### src/rtl/vga_timing_pkg.sv
// Shared constants for the VGA raster timing slice: default 640x480@60
// timing, total-period derivation and the coordinate width.
package vga_timing_pkg;

    // Coordinates are carried on 10-bit buses; one axis may span at most
    // this many positions.
    localparam int COORD_W   = 10;
    localparam int COORD_MAX = 1 << COORD_W;

    // Default 640x480@60 timing (25.175 MHz pixel clock).
    localparam int DEF_H_ACTIVE = 640;
    localparam int DEF_H_FP     = 16;
    localparam int DEF_H_SYNC   = 96;
    localparam int DEF_H_BP     = 48;
    localparam int DEF_V_ACTIVE = 480;
    localparam int DEF_V_FP     = 10;
    localparam int DEF_V_SYNC   = 2;
    localparam int DEF_V_BP     = 33;

    // Frame counter load value at reset, so the first frame entered after
    // reset reads as frame 0.
    localparam logic [7:0] FRAME_CNT_RST = 8'hFF;

    // Total period of one axis: active region plus front porch, sync and
    // back porch.
    function automatic int axis_total(input int active, input int fp,
                                      input int sync, input int bp);
        return active + fp + sync + bp;
    endfunction

    localparam int DEF_H_TOTAL = axis_total(DEF_H_ACTIVE, DEF_H_FP,
                                            DEF_H_SYNC, DEF_H_BP);
    localparam int DEF_V_TOTAL = axis_total(DEF_V_ACTIVE, DEF_V_FP,
                                            DEF_V_SYNC, DEF_V_BP);

endpackage

### src/rtl/vga_axis_counter.sv
// One raster axis: a position counter that wraps at ACTIVE+FP+SYNC+BP-1,
// plus decodes of the position it will hold after the current edge.
//
// pos        registered current position.
// wrap       combinational: this edge steps from the last position to 0.
// sync_on    next position lies inside the sync pulse.
// active_on  next position lies inside the visible region.
// start_on   next position is 0.
// The *_on decodes describe the value pos will load on this edge, so the
// parent can register them alongside pos with no skew between flag and
// coordinate.
module vga_axis_counter
    import vga_timing_pkg::*;
#(
    parameter int ACTIVE = DEF_H_ACTIVE,
    parameter int FP     = DEF_H_FP,
    parameter int SYNC   = DEF_H_SYNC,
    parameter int BP     = DEF_H_BP
) (
    input  logic               clk,
    input  logic               rst,
    input  logic               step,
    output logic [COORD_W-1:0] pos,
    output logic               wrap,
    output logic               sync_on,
    output logic               active_on,
    output logic               start_on
);

    localparam int TOTAL   = axis_total(ACTIVE, FP, SYNC, BP);
    localparam int SYNC_LO = ACTIVE + FP;
    localparam int SYNC_HI = ACTIVE + FP + SYNC;

    // Range limits are compared one bit wider than pos so an upper bound
    // equal to COORD_MAX still fits.
    localparam logic [COORD_W-1:0] LAST      = COORD_W'(TOTAL - 1);
    localparam logic [COORD_W:0]   SYNC_LO_X = SYNC_LO[COORD_W:0];
    localparam logic [COORD_W:0]   SYNC_HI_X = SYNC_HI[COORD_W:0];
    localparam logic [COORD_W:0]   ACTIVE_X  = ACTIVE[COORD_W:0];

    logic [COORD_W-1:0] pos_next;
    logic [COORD_W:0]   next_x;

    // Next position and the decodes of that next position.
    always_comb begin
        wrap      = step && (pos == LAST);
        pos_next  = pos;
        if (step) begin
            pos_next = wrap ? '0 : pos + 1'b1;
        end
        next_x    = {1'b0, pos_next};
        sync_on   = (next_x >= SYNC_LO_X) && (next_x < SYNC_HI_X);
        active_on = (next_x < ACTIVE_X);
        start_on  = (pos_next == '0);
    end

    // Position register; reset parks on the last position so the first
    // step lands on 0.
    always_ff @(posedge clk) begin
        if (rst) begin
            pos <= LAST;
        end else begin
            pos <= pos_next;
        end
    end

endmodule

### src/rtl/vga_timing_gen.sv
// VGA raster timing generator. Produces registered hsync/vsync/video_active,
// pixel coordinates, line/frame strobes and a free-running frame counter.
// Every output describes the currently held (hpos, vpos): counters and
// flags load together from the same next-position decode on each enabled
// edge, so there is no skew and no combinational path to any output.
//
// en is a plain advance qualifier, not a handshake: when en=1 at a rising
// edge the raster advances by one pixel; when en=0 every output register
// holds. rst overrides en.
module vga_timing_gen
    import vga_timing_pkg::*;
#(
    parameter int   H_ACTIVE    = DEF_H_ACTIVE,
    parameter int   H_FP        = DEF_H_FP,
    parameter int   H_SYNC      = DEF_H_SYNC,
    parameter int   H_BP        = DEF_H_BP,
    parameter int   V_ACTIVE    = DEF_V_ACTIVE,
    parameter int   V_FP        = DEF_V_FP,
    parameter int   V_SYNC      = DEF_V_SYNC,
    parameter int   V_BP        = DEF_V_BP,
    parameter logic SYNC_ACTIVE = 1'b0
) (
    input  logic                clk,
    input  logic                rst,
    input  logic                en,
    output logic                hsync,
    output logic                vsync,
    output logic                video_active,
    output logic [COORD_W-1:0]  hpos,
    output logic [COORD_W-1:0]  vpos,
    output logic                line_start,
    output logic                frame_start,
    output logic [7:0]          frame_cnt
);

    localparam int H_TOTAL = axis_total(H_ACTIVE, H_FP, H_SYNC, H_BP);
    localparam int V_TOTAL = axis_total(V_ACTIVE, V_FP, V_SYNC, V_BP);

    // Coordinates are 10 bits wide; longer periods cannot be represented.
    generate
        if (H_TOTAL > COORD_MAX) begin : g_h_total_too_large
            $error("vga_timing_gen: H_TOTAL exceeds coordinate range");
        end
        if (V_TOTAL > COORD_MAX) begin : g_v_total_too_large
            $error("vga_timing_gen: V_TOTAL exceeds coordinate range");
        end
    endgenerate

    logic h_wrap, h_sync_on, h_active_on, h_start_on;
    logic v_wrap, v_sync_on, v_active_on, v_start_on;

    vga_axis_counter #(
        .ACTIVE (H_ACTIVE),
        .FP     (H_FP),
        .SYNC   (H_SYNC),
        .BP     (H_BP)
    ) u_h_axis (
        .clk       (clk),
        .rst       (rst),
        .step      (en),
        .pos       (hpos),
        .wrap      (h_wrap),
        .sync_on   (h_sync_on),
        .active_on (h_active_on),
        .start_on  (h_start_on)
    );

    // The vertical axis advances once per completed line.
    vga_axis_counter #(
        .ACTIVE (V_ACTIVE),
        .FP     (V_FP),
        .SYNC   (V_SYNC),
        .BP     (V_BP)
    ) u_v_axis (
        .clk       (clk),
        .rst       (rst),
        .step      (h_wrap),
        .pos       (vpos),
        .wrap      (v_wrap),
        .sync_on   (v_sync_on),
        .active_on (v_active_on),
        .start_on  (v_start_on)
    );

    // Output flag and frame counter registers, loaded from the decode of
    // the position the counters move to on this same edge. Sync polarity
    // is applied only here. A vertical wrap is exactly an entry into (0,0),
    // including the first edge after reset, which is why frame_cnt counts
    // on it.
    always_ff @(posedge clk) begin
        if (rst) begin
            hsync        <= ~SYNC_ACTIVE;
            vsync        <= ~SYNC_ACTIVE;
            video_active <= 1'b0;
            line_start   <= 1'b0;
            frame_start  <= 1'b0;
            frame_cnt    <= FRAME_CNT_RST;
        end else if (en) begin
            hsync        <= h_sync_on ? SYNC_ACTIVE : ~SYNC_ACTIVE;
            vsync        <= v_sync_on ? SYNC_ACTIVE : ~SYNC_ACTIVE;
            video_active <= h_active_on & v_active_on;
            line_start   <= h_start_on;
            frame_start  <= h_start_on & v_start_on;
            if (v_wrap) begin
                frame_cnt <= frame_cnt + 8'd1;
            end
        end
    end

endmodule
### config.mk
export PLATFORM = sky130hd
export DESIGN_NAME = vga_timing_gen
export DESIGN_NICKNAME = d
export VERILOG_FILES = /design/src/rtl/vga_timing_pkg.sv /design/src/rtl/vga_axis_counter.sv /design/src/rtl/vga_timing_gen.sv
export SDC_FILE = /design/constraint.sdc
export NUM_CORES = 1
export LEC_CHECK = 0
export CORE_AREA = 2 2 69 71
export DETAILED_ROUTE_END_ITERATION = 8
export DIE_AREA = 0 0 71 73
export PLACE_DENSITY = 0.68
export SETUP_SLACK_MARGIN = 0.05
export SLEW_MARGIN = 25
export SYNTH_ARGS = -nofsm -noshare
export SYNTH_HDL_FRONTEND = slang
export SYNTH_SLANG_ARGS = --single-unit
### constraint.sdc
create_clock -name clk -period 6.9 [get_ports clk]
set_input_delay 1.725 -clock clk [delete_from_list [all_inputs] [get_ports clk]]
set_output_delay 1.725 -clock clk [all_outputs]
set_load 0.03 [all_outputs]
---- After elaboration in Yosys (flattened, before gate mapping) ----
Cells that the tools add are included.
cells by class
  add/sub/neg operators ................... 3
  $mul .................................... 0
  divide/modulo/power cells ............... 0
  $lt $le $gt $ge ......................... 6
  equality and inequality tests ........... 2
  shift operators ......................... 0
  mux-type cells .......................... 6
  bitwise logic cells ..................... 2
  reduce and logical (&&, ||, !) cells .... 7
operator list
  cell                                                                                  count
  10-bit two-way mux                                                                    4
  10-bit by 1-bit adder with 10-bit output, second input constant                       2
  10-bit == test, second input constant                                                 2
  10-bit zero test                                                                      2
  10-bit less-than comparator, second input constant                                    2
  10-bit by 9-bit less-than comparator with 1-bit output, second input constant         2
  10-bit greater-or-equal comparator, second input constant                             1
  10-bit by 9-bit greater-or-equal comparator with 1-bit output, second input constant  1
  8-bit by 1-bit adder with 8-bit output, second input constant                         1
  1-bit logical AND                                                                     4
  1-bit AND                                                                             2
  1-bit two-way mux                                                                     2
  2-bit AND reduction                                                                   1
word-level totals
  register bits after elaboration ......... 33
  bits in latches ......................... 0
  bits in writable memories ............... 0
  memory bits (read-only) ................. 0
  logic and storage cells ................. 34
  memories ................................ 0

---- Logic depth before layout (Yosys ltp) ----
Gate-level depths: netlist of the first run.
  depth in word-level cells ............... 8
  gate-level depth with buffers ........... 10
  gate-level depth less buffers ........... 8

---- Cells and area by module ----
A second synthesis of the first run with hierarchy kept.
unflattened totals
  cells, all modules ...................... 218
  area, all modules ....................... 1921.8 um2
modules (own cells, without submodules)
  module                        instances  cells each  area each (um2)  sequential area each (um2)
  vga_axis_counter at u_v_axis  1          83          706.9            200.2
  vga_axis_counter at u_h_axis  1          75          689.4            200.2
  vga_timing_gen                1          60          525.5            260.2

---- Least setup slack after synthesis of the first run ----
Ideal clock, no wire load.
  path kind ............................... input -> register
  from .................................... input port en
  to ...................................... register frame_start
  setup time .............................. 0.084 ns
  arrival ................................. 3.368 ns
  slack ................................... 3.448 ns
  stages .................................. 7
  path buffers ............................ 1
  path through ............................ nand3_1 > or4_4 > buf_6 > o31a_1 > nor4_1 > nand4_1 > o31ai_2
on the way
  word-level cells in the longest chain between the ends .. 6
RTL lines
  element                          line                    text
  from (decl)                      vga_timing_gen.sv:25    input logic en,
  1-bit logical AND (2 in series)  vga_axis_counter.sv:46  wrap = step && (pos == LAST);
  10-bit two-way mux               vga_axis_counter.sv:49  pos_next = wrap ? '0 : pos + 1'b1;
  10-bit two-way mux               vga_axis_counter.sv:48  if (step) begin
  10-bit zero test                 vga_axis_counter.sv:54  start_on = (pos_next == '0);
  1-bit AND                        vga_timing_gen.sv:103   frame_start <= h_start_on & v_start_on;
  to (signal assigned)             vga_timing_gen.sv:103
  to (decl)                        vga_timing_gen.sv:32    output logic frame_start,
Several ways; a longest one is shown, not always the timed one.
A chain may end at the register's enable or synchronous reset.

---- Worst setup path after layout of the first run ----
Ends and elaborated chain as after synthesis.

==> reports/results.ini, run 1 <==
[floorplanning]
dieHeight_um = 73
die_x_um = 71
die-area_sq_um = 5180
rows = 25
core_sq_um = 4540
start_util = 0.420
io_pins = 36

[global_routing]
overflow = 0
track_usage = 0.207
grt_max_degree = 20
antenna_found_initial = 0
grt_pass1_wl_mm = 8.29
grt_pass1_vias = 1663

[setup_path]
cp_data_required_time_ns = 7.11
r2r_end = frame_start
r2r_start = u_h_axis.pos[0]
path_max_fanout = 19
critical_path_arrival_ns = 4.41
r2r_setup_slack_ns = 4.11
crit_start = en
crit_type = input pin to flip-flop
cp-start-kind = input pin
worstRegToRegCells = 7
worstSetupEndpointType = flip-flop
endpoint = frame_start

[power_and_ir_drop]
p_total_mw = 0.635
p_switching_mw = 0.227
p_int_mw = 0.408
leakage_nw = 0.859
power_frac_comb = 0.325
cellPowerDensity_nw_per_um2 = 268
peakVddDrop_v = 0.0000871
swShare = 0.357
p_clk_frac = 0.302
power_frac_seq = 0.373

[clocking]
cts_tree = yes
clkSinkCount = 33
cts_max_level = 2
cts_resized = 0
cts_inserted_buffers = 5
clk_latency_ns = 0.30
clkTransAtPathRegs_ns = 0.07
cts_root_buf = clkbuf_8
postCtsSetupRepairBufs = 0
ctsHoldBuffers = 0
clockBufferDepth = 2

[layout]
fillers = 443
final_nets = 276
final_common_cell = clkdlybuf4s50_1
final_cell_mix = clkdlybuf4s50_1 (35), dfxtp_1 (33), nand2_1 (28)
drive_above_1_share = 0.0630
antenna_cells = 0
areaGrowthSynthToFinish_pct = 24.5

[synthesis]
async_flop_share = 0
synthCells = 240
yosys_warnings = 0
ys_types = 53
syn_avg_cell_area_sq_um = 7.94
synth_edf_count = 0
syn-cell-area_sq_um = 1910
ys_seq_area_frac = 0.347
syn_nets = 247
synthFlopType = dfxtp_1
ys_seq_elements = 33

[place]
pre_cts_ws_ns = 2.45
portBuffers = 35
dpl.hpwl_mm = 3.48
gp_congestion = 0.878

[routing]
drt-pass1-iter-count = 4
routed_wl_mm = 5.13
vias = 1921
via_per_inst = 5.93
wire_per_inst_um = 15.8
antenna_left = 0
route.detailed.drc = 0
drtIter0Drc = 143

[flow_run]
max-cap-violations = 0

[timing]
drv_slew = 0
skew_ns = 0.0123
finalSetupViolations = 0
layout_setup_ws_ns = 2.70
slew_headroom = 0.560
fmax_mhz = 238
rsz0062_at_grt = false
fin_setup_tns_ns = 0
period_minus_slack_ns = 4.20
hold_violations = 0
tightest_slew_ns = 0.656
period_share = 0.609

[min_path]
hp-class = flip-flop to flip-flop

[status]
outcome = finished clean

flip-flops by register name, summed over array words and instances, names as in the netlist:
signal / flops
frame_start: 1
u_v_axis.pos: 10
hsync: 1
line_start: 1
video_active: 1
vsync: 1
frame_cnt: 8
u_h_axis.pos: 10
worst min path at each step:
stage	slack, ns	to	depth (start not counted)	start
after floorplan	0.60	line_start	2	line_start
after global placement	0.46	line_start	2	line_start
after detailed placement	0.46	video_active	2	video_active
after CTS	0.47	video_active	2	video_active
after global routing	0.49	video_active	2	video_active
final	0.47	video_active	2	video_active
logic make-up (layout without fill, tap and decap cells):
logic type / after synthesis / count (layout) / synth area share
compound gates: 62 / 62 / 0.225
xor+xnor: 13 / 13 / 0.0598
fa+ha+maj: 4 / 4 / 0.0263
buf+inv: 25 / 55 / 0.0637
flops: 33 / 33 / 0.347
simple gates: 103 / 103 / 0.278
synth_stat cells (2+ instances only):
| library cell | number | area, sq um |
|---|---|---|
| nor4_1 | 8 | 50.1 |
| nor3_1 | 10 | 50.1 |
| a21o_1 | 2 | 15.0 |
| dfxtp_1 | 33 | 661 |
| a21oi_1 | 14 | 70.1 |
| nor4_2 | 2 | 25.0 |
| o211ai_1 | 5 | 37.5 |
| and2_1 | 4 | 25.0 |
| xor2_1 | 5 | 43.8 |
| o21ai_0 | 6 | 30.0 |
| nor2_1 | 18 | 67.6 |
| inv_1 | 9 | 33.8 |
| o31a_1 | 4 | 35.0 |
| a31oi_1 | 4 | 25.0 |
| or2_2 | 3 | 18.8 |
| ha_1 | 4 | 50.1 |
| o21ai_1 | 4 | 20.0 |
| a211o_1 | 2 | 17.5 |
| nand3_1 | 13 | 65.1 |
| a41oi_1 | 2 | 17.5 |
| or4_1 | 2 | 15.0 |
| xnor2_1 | 8 | 70.1 |
| clkinv_1 | 2 | 7.51 |
| nand4_1 | 7 | 43.8 |
| nand2_1 | 28 | 105 |
| clkbuf_1 | 9 | 33.8 |
| o31ai_1 | 4 | 30.0 |
| buf_6 | 3 | 33.8 |
routing by layer:
layer  GRT usage  vias up  part of all wire
met5           0        -                 0
li1            -      944                 -
met3      0.0608       10             0.065
met1       0.281      875              0.46
met4      0.0964        0             0.021
met2       0.301       92              0.46
per-stage QoR:
stage | cell area (sq um) | std cells | hold WS, ns | util
floorplan | 1910 | 240 | 0.597 | -
global placement | 2250 | 316 | 0.457 | 0.496
detailed placement | 2250 | 316 | 0.460 | 0.496
CTS | 2370 | 324 | 0.470 | 0.522
global route | 2370 | 324 | 0.487 | 0.523
finish | 2370 | 324 | 0.467 | 0.523
final cells by class:
class                           count  area, sq um  share of cell area
Inverter                           11         41.3              0.0174
Clock inverter                      1         30.0              0.0127
Clock buffer                        7         86.3              0.0364
Sequential cell                    33          661               0.278
Multi-Input combinational cell    182         1130               0.476
Timing Repair Buffer               36          358               0.151
Tap cell                           54         67.6              0.0285
power groups by stage:
stage	Clock [mW]	Sequential (mW)	Combinational [mW]
global placement	0	0.240	0.202
finish	0.192	0.237	0.206
floorplan	0	0.263	0.120
detailed placement	0	0.240	0.203
CTS	0.196	0.236	0.204
global route	0.206	0.240	0.225
worst max-delay path, stage by stage:
cell and delay, ns:
clkdlybuf4s50_1 0.68, nand3_1 0.28, or4_4 0.68, o31a_1 0.35, nor4_1 0.33, nand4_1 0.18
o31ai_2 0.19
No activity file was read; power rests on OpenSTA's default activity.
==> run 2, diff against run 1 <==
==> constraint.sdc (replaced) <==
create_clock -name clk -period 4.05 [get_ports clk]
set_input_delay 1.0125 -clock clk [delete_from_list [all_inputs] [get_ports clk]]
set_output_delay 1.0125 -clock clk [all_outputs]
set_load 0.03 [all_outputs]
==> run 2 against run 1 <==
Net effect: die area stayed put; combinational power grew 73%; highest routed layer unchanged; total power grew 58%; largest power group unchanged; final cell count up 1.2%; sequential power rose by 70%; via count fell by 0.31%; wire length decreased by 2.8%; clock skew fell by 0.0090 ns; sequential share of layout area is 0.10 points higher; first-iteration DRC count decreased by 22%.
==> reports/results.ini, run 2 (synthesized netlist as in run 1, its figures left out) <==
[status]
outcome = finished clean

[floorplanning]
start_util = 0.420
dieHeight_um = 73
die_x_um = 71
die-area_sq_um = 5180
rows = 25
core_sq_um = 4540
io_pins = 36

[layout]
fillers = 456
final_cell_mix = clkdlybuf4s50_1 (35), dfxtp_1 (33), nand2_1 (28)
seq_area_sq_um = 661
final_common_cell = clkdlybuf4s50_1
reg_top3 = u_h_axis.pos: 10 flops, u_v_axis.pos: 10 flops, frame_cnt: 8 flops
multi_input_area_sq_um = 1120
drive_above_1_share = 0.0730
final_nets = 280
areaGrowthSynthToFinish_pct = 24.0
fin_area_sq_um = 2360
antenna_cells = 0

[setup_path]
cp_top_family = simple AND/OR/NAND/NOR gates
critical_path_arrival_ns = 3.38
worst_path_max_delay_cell = or4_4
crit_type = input pin to flip-flop
worstPathCellList = clkdlybuf4s50_1, nand3_1, or4_4, o31a_1, nor4_1, nand4_1, o31ai_2
path_max_fanout = 19
r2r_start = u_h_axis.pos[0]
critPathBufInv = 1
cp-start-kind = input pin
cp_data_required_time_ns = 4.26
max_stage_delay_ns = 0.67
r2r_end = frame_start
worstSetupEndpointType = flip-flop
r2r_setup_slack_ns = 1.31
worstRegToRegCells = 7
crit_start = en

[power_and_ir_drop]
cellPowerDensity_nw_per_um2 = 425
peakVddDrop_v = 0.000187
leakage_nw = 0.863

[global_routing]
track_usage = 0.201
antenna_found_initial = 0
grt_max_degree = 20
overflow = 0
grt_pass1_vias = 1766
grt_pass1_wl_mm = 8.31

[timing]
period_minus_slack_ns = 3.17
drv_slew = 0
rsz0062_at_grt = false
skew_ns = 0.00326
slew_headroom = 0.719
hold_violations = 0
fin_setup_tns_ns = 0
fmax_mhz = 316
period_share = 0.782
tightest_slew_ns = 0.418
finalSetupViolations = 0

[place]
dpl.hpwl_mm = 3.52
portBuffers = 35
dpl_cell_area_sq_um = 2280
gp_congestion = 0.867

[min_path]
whs_endpoint = line_start
whs_path_depth = 2
hold_start = line_start
hp-class = flip-flop to flip-flop

[routing]
vias = 1915
drt-pass1-iter-count = 4
wire_per_inst_um = 15.2
via_per_inst = 5.84
route.detailed.drc = 0
drtIter0Drc = 112
antenna_left = 0
routed_wl_mm = 4.99

[clocking]
cts_inserted_buffers = 5
clkTransAtPathRegs_ns = 0.07
postCtsSetupRepairBufs = 0
clk_latency_ns = 0.28
cts_tree = yes
cts_root_buf = clkbuf_8
clockBufferDepth = 2
clkSinkCount = 33
cts_max_level = 2
ctsHoldBuffers = 0
cts_resized = 0

[flow_run]
max-cap-violations = 0

-- run 2: cell types whose count changed in the layout (fill, tap and decap cells not counted), sizes merged --
cell,previous run,this run
buf,1,5
clkinv,2,4
bufinv,1,0
clkbuf,7,6
-- run 2: per-stage QoR --
step	hold WS, ns	utilization	setup WS [ns]	instances	power (mW)
after global routing	0.489	0.521	0.743	328	1.06
after detailed placement	0.460	0.503	0.600	320	0.764
after floorplan	0.597	-	1.31	240	0.653
after global placement	0.457	0.503	0.656	320	0.760
final	0.470	0.521	0.882	328	1.00
after CTS	0.471	0.521	0.890	328	1.01
-- run 2: worst register-to-register path, cell delays in order, from the launching register on --
cell and delay [ns]:
dfxtp_1 0.45, ha_1 0.30, nand3_1 0.23, or4_4 0.67, o31a_1 0.36, nor4_1 0.30, nand4_1 0.17, o31ai_2 0.18
-- run 2: layer usage --
layer  track usage  vias to the layer above  share of wire
li1              -                      948              -
met1         0.272                      881           0.48
met2         0.315                       76           0.45
met3        0.0373                       10          0.054
met4        0.0860                        0          0.016
met5             0                        -              0
-- run 2: area by class of cell --
type / instances / share of cell area
clock inverter: 2 / 0.00424
timing repair buffer: 40 / 0.164
inverter: 11 / 0.0175
sequential: 33 / 0.280
clock buffer: 6 / 0.0307
multi-input combinational: 182 / 0.475
tap: 54 / 0.0286
-- run 2: power breakdown --
group          switching [mW]  internal [mW]
Sequential             0.0472          0.355
Clock                   0.126          0.119
Combinational           0.210          0.146
Total                   0.383          0.620
-- run 2: how the worst max path moves through the flow --
stage,end,cells after the start
global route,frame_start,7
CTS,frame_start,7
floorplan,frame_start,7
finish,frame_start,7
detailed placement,frame_start,7
global placement,frame_start,7
